<file path="src/rtl/snake_pkg.sv">
// Shared definitions for the snake move controller: grid defaults,
// position packing, heading encodings and the controller state enum.
package snake_pkg;

  localparam int POS_W = 11;
  localparam int X_W   = 6;
  localparam int Y_W   = 5;

  localparam int DEF_MAX_LEN = 10;
  localparam int DEF_GRID_W  = 40;
  localparam int DEF_GRID_H  = 30;
  localparam int DEF_START_X = 20;
  localparam int DEF_START_Y = 15;

  localparam logic [1:0] DIR_UP    = 2'd0;
  localparam logic [1:0] DIR_RIGHT = 2'd1;
  localparam logic [1:0] DIR_DOWN  = 2'd2;
  localparam logic [1:0] DIR_LEFT  = 2'd3;

  // A body segment, packed {y, x} to match the renderer bus layout
  typedef struct packed {
    logic [Y_W-1:0] y;
    logic [X_W-1:0] x;
  } pos_t;

  typedef enum logic [2:0] {
    IDLE,
    MOVE,
    CHECK,
    EAT,
    OVER
  } state_t;

endpackage

</file>
<file path="src/rtl/snake_step_controller_if.sv">
// Bundle of the move-request, apple handshake and body-bus signals around
// the snake step controller. The controller uses the slave view.
interface snake_step_controller_if
  import snake_pkg::*;
#(
  parameter int MAX_LEN = DEF_MAX_LEN
);

  logic                       tick;
  logic [1:0]                 direction;
  logic [X_W-1:0]             apple_x;
  logic [Y_W-1:0]             apple_y;
  logic                       apple_ack;
  logic                       apple_req;
  logic [POS_W*MAX_LEN-1:0]   snake_flat;
  logic [3:0]                 length;
  logic [7:0]                 score;
  logic                       busy;
  logic                       game_over;

  modport master (
    output tick, direction, apple_x, apple_y, apple_ack,
    input  apple_req, snake_flat, length, score, busy, game_over
  );

  modport slave (
    input  tick, direction, apple_x, apple_y, apple_ack,
    output apple_req, snake_flat, length, score, busy, game_over
  );

endinterface

</file>
<file path="src/rtl/snake_next_head.sv">
// Next head position for a given heading, plus wall detection.
// Optional macro SNAKE_WRAP_EN: the playfield becomes a torus and no wall
// hit is ever reported.
module snake_next_head
  import snake_pkg::*;
#(
  parameter int GRID_W = DEF_GRID_W,
  parameter int GRID_H = DEF_GRID_H
) (
  input  pos_t       head,
  input  logic [1:0] dir,
  output pos_t       next_head,
  output logic       wall_hit
);

  logic [X_W-1:0] step_x;
  logic [Y_W-1:0] step_y;

  // One step in the chosen heading with unsigned wrap, then wall/wrap handling
  always_comb begin
    step_x = head.x;
    step_y = head.y;
    case (dir)
      DIR_UP:    step_y = head.y - Y_W'(1);
      DIR_RIGHT: step_x = head.x + X_W'(1);
      DIR_DOWN:  step_y = head.y + Y_W'(1);
      default:   step_x = head.x - X_W'(1);
    endcase
`ifdef SNAKE_WRAP_EN
    wall_hit    = 1'b0;
    next_head.x = step_x;
    next_head.y = step_y;
    if (step_x == X_W'(GRID_W))
      next_head.x = '0;
    else if (step_x == '1)
      next_head.x = X_W'(GRID_W - 1);
    if (step_y == Y_W'(GRID_H))
      next_head.y = '0;
    else if (step_y == '1)
      next_head.y = Y_W'(GRID_H - 1);
`else
    next_head.x = step_x;
    next_head.y = step_y;
    wall_hit    = (step_x >= X_W'(GRID_W)) || (step_y >= Y_W'(GRID_H));
`endif
  end

endmodule

</file>
<file path="src/rtl/snake_step_controller.sv">
// Snake step controller: one move per IDLE tick, owns the body register
// file, scans for self collision one segment per cycle and runs the apple
// request/acknowledge handshake. Optional macro SNAKE_WRAP_EN (wrapping
// playfield, handled inside snake_next_head).
module snake_step_controller
  import snake_pkg::*;
#(
  parameter int MAX_LEN = DEF_MAX_LEN,
  parameter int GRID_W  = DEF_GRID_W,
  parameter int GRID_H  = DEF_GRID_H,
  parameter int START_X = DEF_START_X,
  parameter int START_Y = DEF_START_Y
) (
  input logic                     clk,
  input logic                     reset,
  snake_step_controller_if.slave  bus
);

  localparam logic [3:0] MAX_LEN_L = 4'(MAX_LEN);

  state_t     state;
  pos_t       seg [MAX_LEN];
  logic [1:0] last_dir;
  logic [3:0] idx;
  logic [3:0] length_q;
  logic [7:0] score_q;
  logic       apple_req_q;
  logic       game_over_q;

  logic       reverse;
  logic [1:0] eff_dir;
  pos_t       next_head;
  logic       wall_hit;
  logic       scan_hit;
  logic       apple_hit;

  // A 180-degree turn would run the head into its own neck, so ignore it
  always_comb begin
    reverse = (length_q > 4'd1) && ((bus.direction ^ last_dir) == 2'b10);
    eff_dir = reverse ? last_dir : bus.direction;
  end

  snake_next_head #(
    .GRID_W (GRID_W),
    .GRID_H (GRID_H)
  ) u_next_head (
    .head      (seg[0]),
    .dir       (eff_dir),
    .next_head (next_head),
    .wall_hit  (wall_hit)
  );

  // Compare the segment under the scan index against the head
  always_comb begin
    scan_hit = 1'b0;
    for (int i = 1; i < MAX_LEN; i++) begin
      if ((idx == 4'(i)) && (seg[i] == seg[0]))
        scan_hit = 1'b1;
    end
    apple_hit = (seg[0] == {bus.apple_y, bus.apple_x});
  end

  // Move sequencer: IDLE -> MOVE -> CHECK scan -> (EAT handshake) -> IDLE, or OVER
  always_ff @(posedge clk or posedge reset) begin
    if (reset) begin
      state       <= IDLE;
      seg[0]      <= {Y_W'(START_Y), X_W'(START_X)};
      for (int i = 1; i < MAX_LEN; i++)
        seg[i] <= '0;
      length_q    <= 4'd1;
      score_q     <= 8'd0;
      apple_req_q <= 1'b0;
      game_over_q <= 1'b0;
      last_dir    <= DIR_RIGHT;
      idx         <= 4'd1;
    end else begin
      case (state)
        IDLE: begin
          if (bus.tick)
            state <= MOVE;
        end
        MOVE: begin
          if (!reverse)
            last_dir <= bus.direction;
          if (wall_hit) begin
            state       <= OVER;
            game_over_q <= 1'b1;
          end else begin
            for (int i = MAX_LEN - 1; i > 0; i--)
              seg[i] <= seg[i-1];
            seg[0] <= next_head;
            idx    <= 4'd1;
            state  <= CHECK;
          end
        end
        CHECK: begin
          if (idx >= length_q) begin
            if (apple_hit) begin
              state       <= EAT;
              apple_req_q <= 1'b1;
              if (length_q < MAX_LEN_L)
                length_q <= length_q + 4'd1;
            end else begin
              state <= IDLE;
            end
          end else if (scan_hit) begin
            state       <= OVER;
            game_over_q <= 1'b1;
          end else begin
            idx <= idx + 4'd1;
          end
        end
        EAT: begin
          if (bus.apple_ack) begin
            apple_req_q <= 1'b0;
            if (score_q != 8'hFF)
              score_q <= score_q + 8'd1;
            state <= IDLE;
          end
        end
        OVER: begin
          state <= OVER;
        end
        default: state <= IDLE;
      endcase
    end
  end

  for (genvar g = 0; g < MAX_LEN; g++) begin : g_flat
    assign bus.snake_flat[POS_W*g +: POS_W] = seg[g];
  end

  assign bus.length    = length_q;
  assign bus.score     = score_q;
  assign bus.apple_req = apple_req_q;
  assign bus.game_over = game_over_q;
  assign bus.busy      = (state != IDLE);

endmodule
</file>
<file path="src/flat_wrapper.sv">
// flat-port wrapper written by rule: the top's interface ports become plain ports
module snake_step_controller_flat import snake_pkg::*;
#(
  parameter int MAX_LEN = DEF_MAX_LEN,
  parameter int GRID_W  = DEF_GRID_W,
  parameter int GRID_H  = DEF_GRID_H,
  parameter int START_X = DEF_START_X,
  parameter int START_Y = DEF_START_Y
)
  (clk, reset, bus_tick, bus_direction, bus_apple_x, bus_apple_y, bus_apple_ack, bus_apple_req, bus_snake_flat, bus_length, bus_score, bus_busy, bus_game_over);
  snake_step_controller_if #(.MAX_LEN(MAX_LEN)) bus_i ();
  input logic clk;
  input logic reset;
  input wire logic [$bits(bus_i.tick)-1:0] bus_tick;
  input wire logic [$bits(bus_i.direction)-1:0] bus_direction;
  input wire logic [$bits(bus_i.apple_x)-1:0] bus_apple_x;
  input wire logic [$bits(bus_i.apple_y)-1:0] bus_apple_y;
  input wire logic [$bits(bus_i.apple_ack)-1:0] bus_apple_ack;
  output wire logic [$bits(bus_i.apple_req)-1:0] bus_apple_req;
  output wire logic [$bits(bus_i.snake_flat)-1:0] bus_snake_flat;
  output wire logic [$bits(bus_i.length)-1:0] bus_length;
  output wire logic [$bits(bus_i.score)-1:0] bus_score;
  output wire logic [$bits(bus_i.busy)-1:0] bus_busy;
  output wire logic [$bits(bus_i.game_over)-1:0] bus_game_over;
  assign bus_i.tick = bus_tick;
  assign bus_i.direction = bus_direction;
  assign bus_i.apple_x = bus_apple_x;
  assign bus_i.apple_y = bus_apple_y;
  assign bus_i.apple_ack = bus_apple_ack;
  assign bus_apple_req = bus_i.apple_req;
  assign bus_snake_flat = bus_i.snake_flat;
  assign bus_length = bus_i.length;
  assign bus_score = bus_i.score;
  assign bus_busy = bus_i.busy;
  assign bus_game_over = bus_i.game_over;
  snake_step_controller #(.MAX_LEN(MAX_LEN), .GRID_W(GRID_W), .GRID_H(GRID_H), .START_X(START_X), .START_Y(START_Y)) u_core (.clk(clk), .reset(reset), .bus(bus_i));
endmodule
</file>
<file path="config.mk">
export PLATFORM = sky130hd
export DESIGN_NAME = snake_step_controller_flat
export DESIGN_NICKNAME = d
export VERILOG_FILES = /design/src/rtl/snake_pkg.sv /design/src/rtl/snake_step_controller_if.sv /design/src/rtl/snake_next_head.sv /design/src/rtl/snake_step_controller.sv /design/src/flat_wrapper.sv
export SDC_FILE = /design/constraint.sdc
export NUM_CORES = 1
export LEC_CHECK = 0
export ABC_AREA = 0
export BUFFER_PORTS_ARGS = -buffer_cell sky130_fd_sc_hd__buf_2
export CORE_ASPECT_RATIO = 1.75
export CORE_MARGIN = 8
export CORE_UTILIZATION = 51
export DETAILED_ROUTE_END_ITERATION = 7
export GPL_ROUTABILITY_DRIVEN = 0
export GPL_TIMING_DRIVEN = 0
export PLACE_DENSITY_LB_ADDON = 0.12
export SLEW_MARGIN = 20
export SYNTH_ARGS = -nofsm -noshare
export SYNTH_HDL_FRONTEND = slang
export SYNTH_HIERARCHICAL = 1
export SYNTH_SLANG_ARGS = --single-unit
</file>
<file path="constraint.sdc">
create_clock -name clk -period 4 [get_ports clk]
set_clock_uncertainty 0.05 [all_clocks]
set_input_delay 0.2 -clock clk [delete_from_list [all_inputs] [get_ports clk]]
set_output_delay 0.2 -clock clk [all_outputs]
set_load 0.01 [all_outputs]
</file>
======== Yosys cells after proc, flatten, opt, wreduce, memory -nomap -nowiden ========
Index checks and enable logic that the tools add are counted.
operators by class
  $add $sub $neg .......................... 7
  magnitude comparators ................... 5
  equal/unequal tests ..................... 37
  mux-type cells .......................... 31
  bitwise logic cells ..................... 2
  reduce and logical (&&, ||, !) cells .... 24
operators by type and width
  operator             number
  $eq 11x11->1         10
  $eq 4x3->1 const B   4
  $reduce_and 4->1     4
  $mux 1               15
  $mux 3               5
  $pmux 3 s5           1
  $mux 4               3
  $ne 2x2->1 const B   6
  $pmux 6 s2           1
  $logic_and 1x1->1    10
  $pmux 5 s2           1
  $add 4x1->4 const B  2
  $add 8x1->8 const B  1
  $eq 4x2->1 const B   2
  $eq 4x4->1 const B   2
  $ne 8x8->1 const B   1
  $pmux 4 s2           1
  $add 6x1->6 const B  1
  $eq 3x2->1 const B   2
  $ge 6x6->1 const B   1
  $ne 2x1->1 const B   3
  $reduce_and 3->1     2
  $sub 6x1->6 const B  1
  $add 5x1->5 const B  1
  other kinds (22)     26
word-level totals
  register bits ........................... 133
  output and inout port bits .............. 125
  logic and storage cells ................. 133

======== Logic depth before layout (Yosys ltp) ========
  depth after elaboration ................. 14
  gate-level depth with buffers ........... 19
  mapped depth without buffers ............ 17

======== Hierarchy ========
The synthesis kept the hierarchy.
modules (own cells, without submodules)
  module                 times used  cells an instance  area an instance (um2)  seq. area each (um2)
  snake_step_controller  1           533                6767.7                  3339.5
  snake_next_head        1           77                 570.5                   0.0

======== Worst setup path after synthesis ========
No wires, ideal clock.
  kind .................................... reg2reg
  start ................................... register u_core.length_q[1], in the netlist u_core/bus.length[1]
  end ..................................... register u_core.seg (netlist bit u_core/bus.snake_flat[100])
  arrival ................................. 3.749 ns
  path slack .............................. 0.076 ns
  cell stages (with the launch flop) ...... 19
  clock period less this slack ............ 3.924 ns
  cell sequence ........................... dfrtp_1 > inv_1 > ha_1 > nor2_1 > o31ai_1 > mux2_2 > nand2b_1 > inv_1 > fa_1 > nand2b_1 > a21oi_1 > mux2i_1 > xor2_1 > o32ai_2 > nor2b_1 > buf_2 > buf_2 > buf_2 > mux2_2
between the ends
  longest elaborated chain between the ends .. 10
  elaborated cells between the ends (all ways) .. 14
  those cells by class .................... order compare (3); eq/ne (2); mux (3); bitwise (1); reduce/logical (5)
RTL lines
  element                                        line                          RTL
  from (decl)                                    snake_step_controller.sv:25   logic [3:0] length_q;
  from (signal assigned)                         snake_step_controller.sv:102  length_q <= length_q + 4'd1;
  $gt 4x1->1 *                                   snake_step_controller.sv:39   reverse = (length_q > 4'd1) && ((bus.direction ^ last_dir) == 2'b10);
  $logic_and 1x1->1 *                            snake_step_controller.sv:39
  $mux 2 *                                       snake_step_controller.sv:40   eff_dir = reverse ? last_dir : bus.direction;
  net u_core.eff_dir[1]                          snake_step_controller.sv:31   logic [1:0] eff_dir;
  $eq 2x2->1 or $logic_not 2->1 (tied branches)  snake_next_head.sv:23         case (dir)
  $reduce_or 2->1 (no line)                      n/a
  $pmux 6 s2                                     snake_next_head.sv:23
  $ge 6x6->1                                     snake_next_head.sv:44         wall_hit = (step_x >= X_W'(GRID_W)) || (step_y >= Y_W'(GRID_H));
  $logic_or 1x1->1 *                             snake_next_head.sv:44
  net u_core.wall_hit                            snake_step_controller.sv:33   logic wall_hit;
  $not 1->1 (no line) *                          n/a
  $reduce_and 2->1 (no line) *                   n/a
  to (signal, indexed assignment)                snake_step_controller.sv:90   seg[i] <= seg[i-1];
  to (decl)                                      snake_step_controller.sv:22   pos_t seg [MAX_LEN];
The timed path passes the listed nets; every way through them passes the cells marked *.
A chain may end at the register's enable or synchronous reset.

==> flow_summary.yaml <==
min_path:
  hold_path_class: "input pin to flip-flop"
timing:
  worst_slack_ps: -53.2
  relSlewSlack_pct: 32.0
  finalSetupViolations: 23
  slew_violations: 0
  hold_viol_final: 0
  timing.final.crit_share_pct: 101
  worst_slew_pin_slew_ps: 1010
  tns_ps: -307
  timing.final.crit_period_ps: 4050
  fmax_mhz: 247
  timing.hold.ws_ps: 31.8
  rsz0062_at_grt: "true"
final_layout:
  n_fill_cell: 1063
  fin_cells: 991
  nets: 836
  regArea_mm2: 0.00334
  multi_input_area_mm2: 0.00422
  antennaDiodeCount: 0
  final_cell_mix: "buf_2, dfrtp_1, xor2_1"
  area_delta_synth_final_pct: 34.8
  layout_commonest_cell: "buf_2"
  drive_above_1_share_pct: 47.0
  design_area_mm2: 0.00989
cts:
  cts-htree-levels: 4
  clk_pin_slew_ps: 60
  clkSinkCount: 133
  clk_latency_ps: 410
  cts_root_buf: "clkbuf_16"
  tritoncts: "built"
  cts_made_buffers: 17
  cts_buffer_depth: 2
synthesis:
  synth_xor_area_share_pct: 15.1
  ys_types: 57
  ys_ff_latch: 133
  synth_ff_type: "dfrtp_1"
  synth_compound_area_share_pct: 4.57
  synth_fa_ha_area_share_pct: 3.79
  ys_seq_area_share_pct: 45.5
  synth_area_per_cell_um2: 12.0
  yosys.area_share.simple_pct: 9.09
  synth_edf_count: 0
  synthMuxAreaShare_pct: 18.1
  synth_async_sr_flop_share_pct: 100
  synth_top_family_by_area: "multiplexers"
  syn_nets: 648
  yosysWarnings: 6
  syn_inst: 610
  synth_area_mm2: 0.00734
global_route:
  grt_util_all_layers_pct: 25.1
  grt_pass1_vias: 6186
  grt_max_degree: 106
  grt_overflow_total: 0
  antenna_found_initial: 0
  grt_pass1_wl_mm: 35.7
floorplanning:
  die_area_mm2: 0.0186
  placementRows: 58
  die_height_um: 175
  core-area_mm2: 0.0142
  start_util_pct: 51.6
  die_x_um: 107
  ios: 142
worst_setup_path:
  worstSetupStartpointType: "flip-flop"
  critical_path_class: "flip-flop to flip-flop"
  required_ps: 4230
  cp.arrival_ps: 4280
  cp_max_fo: 10
  cp-end-kind: "flip-flop"
routing:
  avgRoutedWirePerCell_um: 24.6
  drt-total-wl_mm: 24.4
  vias_per_cell: 5.78
  via_count: 5730
  drtIter0Drc: 306
  drc: 0
  postRouteAntennaNets: 0
  dr.pass1.iters: 4
pwr:
  powerDensity_mw_per_mm2: 909
  power_uw: 8990
  leakagePower_uw: 0.00497
  vdd_drop_max_v: 0.000454
place:
  io_buffers: 141
  place_inst: 932
  post_dp_cell_area_mm2: 0.00830
  place_hpwl_mm: 16.4
run_status:
  violations: "negative setup slack"
  outcome: "finished, violations left"
job:
  drv_cap: 0
## synthesized netlist by cell type, drive strengths merged, types with 2 or more instances
cell,n,share of area (%)
ha,19,3.2
dfrtp,124,42
buf,28,2.9
or4,2,0.20
nand3,12,0.82
fa,2,0.55
o311ai,2,0.34
o21ai,12,0.82
nor2b,3,0.26
o211ai,3,0.31
nand2b,7,0.60
nand4,14,1.2
and4,3,0.39
nand2,17,0.90
nor2,17,0.87
inv,17,0.87
dfstp,9,3.2
xor2,89,11
nand3b,5,0.51
nor4,23,2.0
nor3b,3,0.46
xnor2,37,4.4
o31ai,3,0.31
a21o,3,0.31
o41ai,2,0.24
nor3,3,0.20
mux2i,2,0.27
mux2,116,18
clkbuf,2,0.10
a21oi,14,0.95
## critical path, stage by stage (launching register included)
cell,delay [ps]
dfstp_2,590
ha_4,160
nor2_4,40
o31ai_4,240
mux2_4,370
nand2b_4,220
fa_2,380
a21o_1,180
buf_4,140
o311ai_4,280
a211oi_4,80
o32ai_4,290
nor2b_2,80
buf_6,150
buf_12,160
buf_12,160
a21oi_2,210
o211ai_1,120
## logic make-up (layout without fill, tap and decap cells)
logic type	after synthesis	after routing
multiplexers	118	118
flip-flops	133	133
AO/OA/AOI/OAI	49	49
buffers and inverters	47	248
adder cells (fa/ha/maj)	21	21
XOR/XNOR	126	126
AND/OR/NAND/NOR	116	116
## cell type report
| type | count | share of cell area (%) |
|---|---|---|
| well taps | 180 | 2.28 |
| clock inverters | 11 | 1.06 |
| repair buffers | 169 | 11.2 |
| clock buffers | 21 | 4.55 |
| flip-flops and latches | 133 | 33.8 |
| plain buffers | 30 | 3.71 |
| inverters | 17 | 0.746 |
| multi-input cells | 430 | 42.7 |
## metrics by stage
stage                     utilization, %  setup WS (ps)
after floorplan                        -           75.9
after global placement              58.1          -1240
after detailed placement            58.4           -663
after CTS                           65.2          -35.5
after global routing                69.5           -152
final                               69.5          -53.2
## power by group
part	internal, uW	leakage (uW)	switching (uW)
Sequential	1860	0.00173	868
Combinational	2530	0.00296	2260
Clock	873	0.000271	600
Total	5270	0.00497	3720
## state kept, by name, summed over array words and instances, names as in the netlist
register and cells:
u_core/state 3, u_core/idx 4, u_core/bus.snake_flat 110, u_core/bus.length 4
u_core/last_dir 2, u_core/bus.game_over 1, u_core/bus.apple_req 1, u_core/bus.score 8
## final timing paths
path / start / end / slack, ps / depth (start not counted)
max in group asynchronous: reset / u_core/bus.snake_flat[88] / 2820 / 4
min: bus_apple_ack / u_core/state[0] / 30 / 2
min reg2reg: u_core/bus.game_over / u_core/bus.game_over / 450 / 2
max reg2reg: u_core/bus.length[0] / u_core/state[1] / -50 / 17
max: u_core/bus.length[0] / u_core/state[1] / -50 / 17
min in group asynchronous: reset / u_core/bus.snake_flat[40] / 230 / 3
## routing by layer
layer | GRT usage [%] | wire (um) | part of all wire, %
met5 | 0 | 0 | 0
met4 | 14.1 | 1010 | 4.2
met3 | 5.13 | 1100 | 4.5
met2 | 43.6 | 12700 | 52
met1 | 27.5 | 9550 | 39
## timing repair
action | CTS | global route
setup endpoints to repair | 115 | 115
resized for setup | 67 | 98
pin swaps | 9 | 6
hold buffers | 2 | 0
setup buffers | 11 | 5
gates cloned | 2 | 7
endpoints found under the hold margin | 29 | 0
Note: power is estimated with default switching activity, not from simulation.
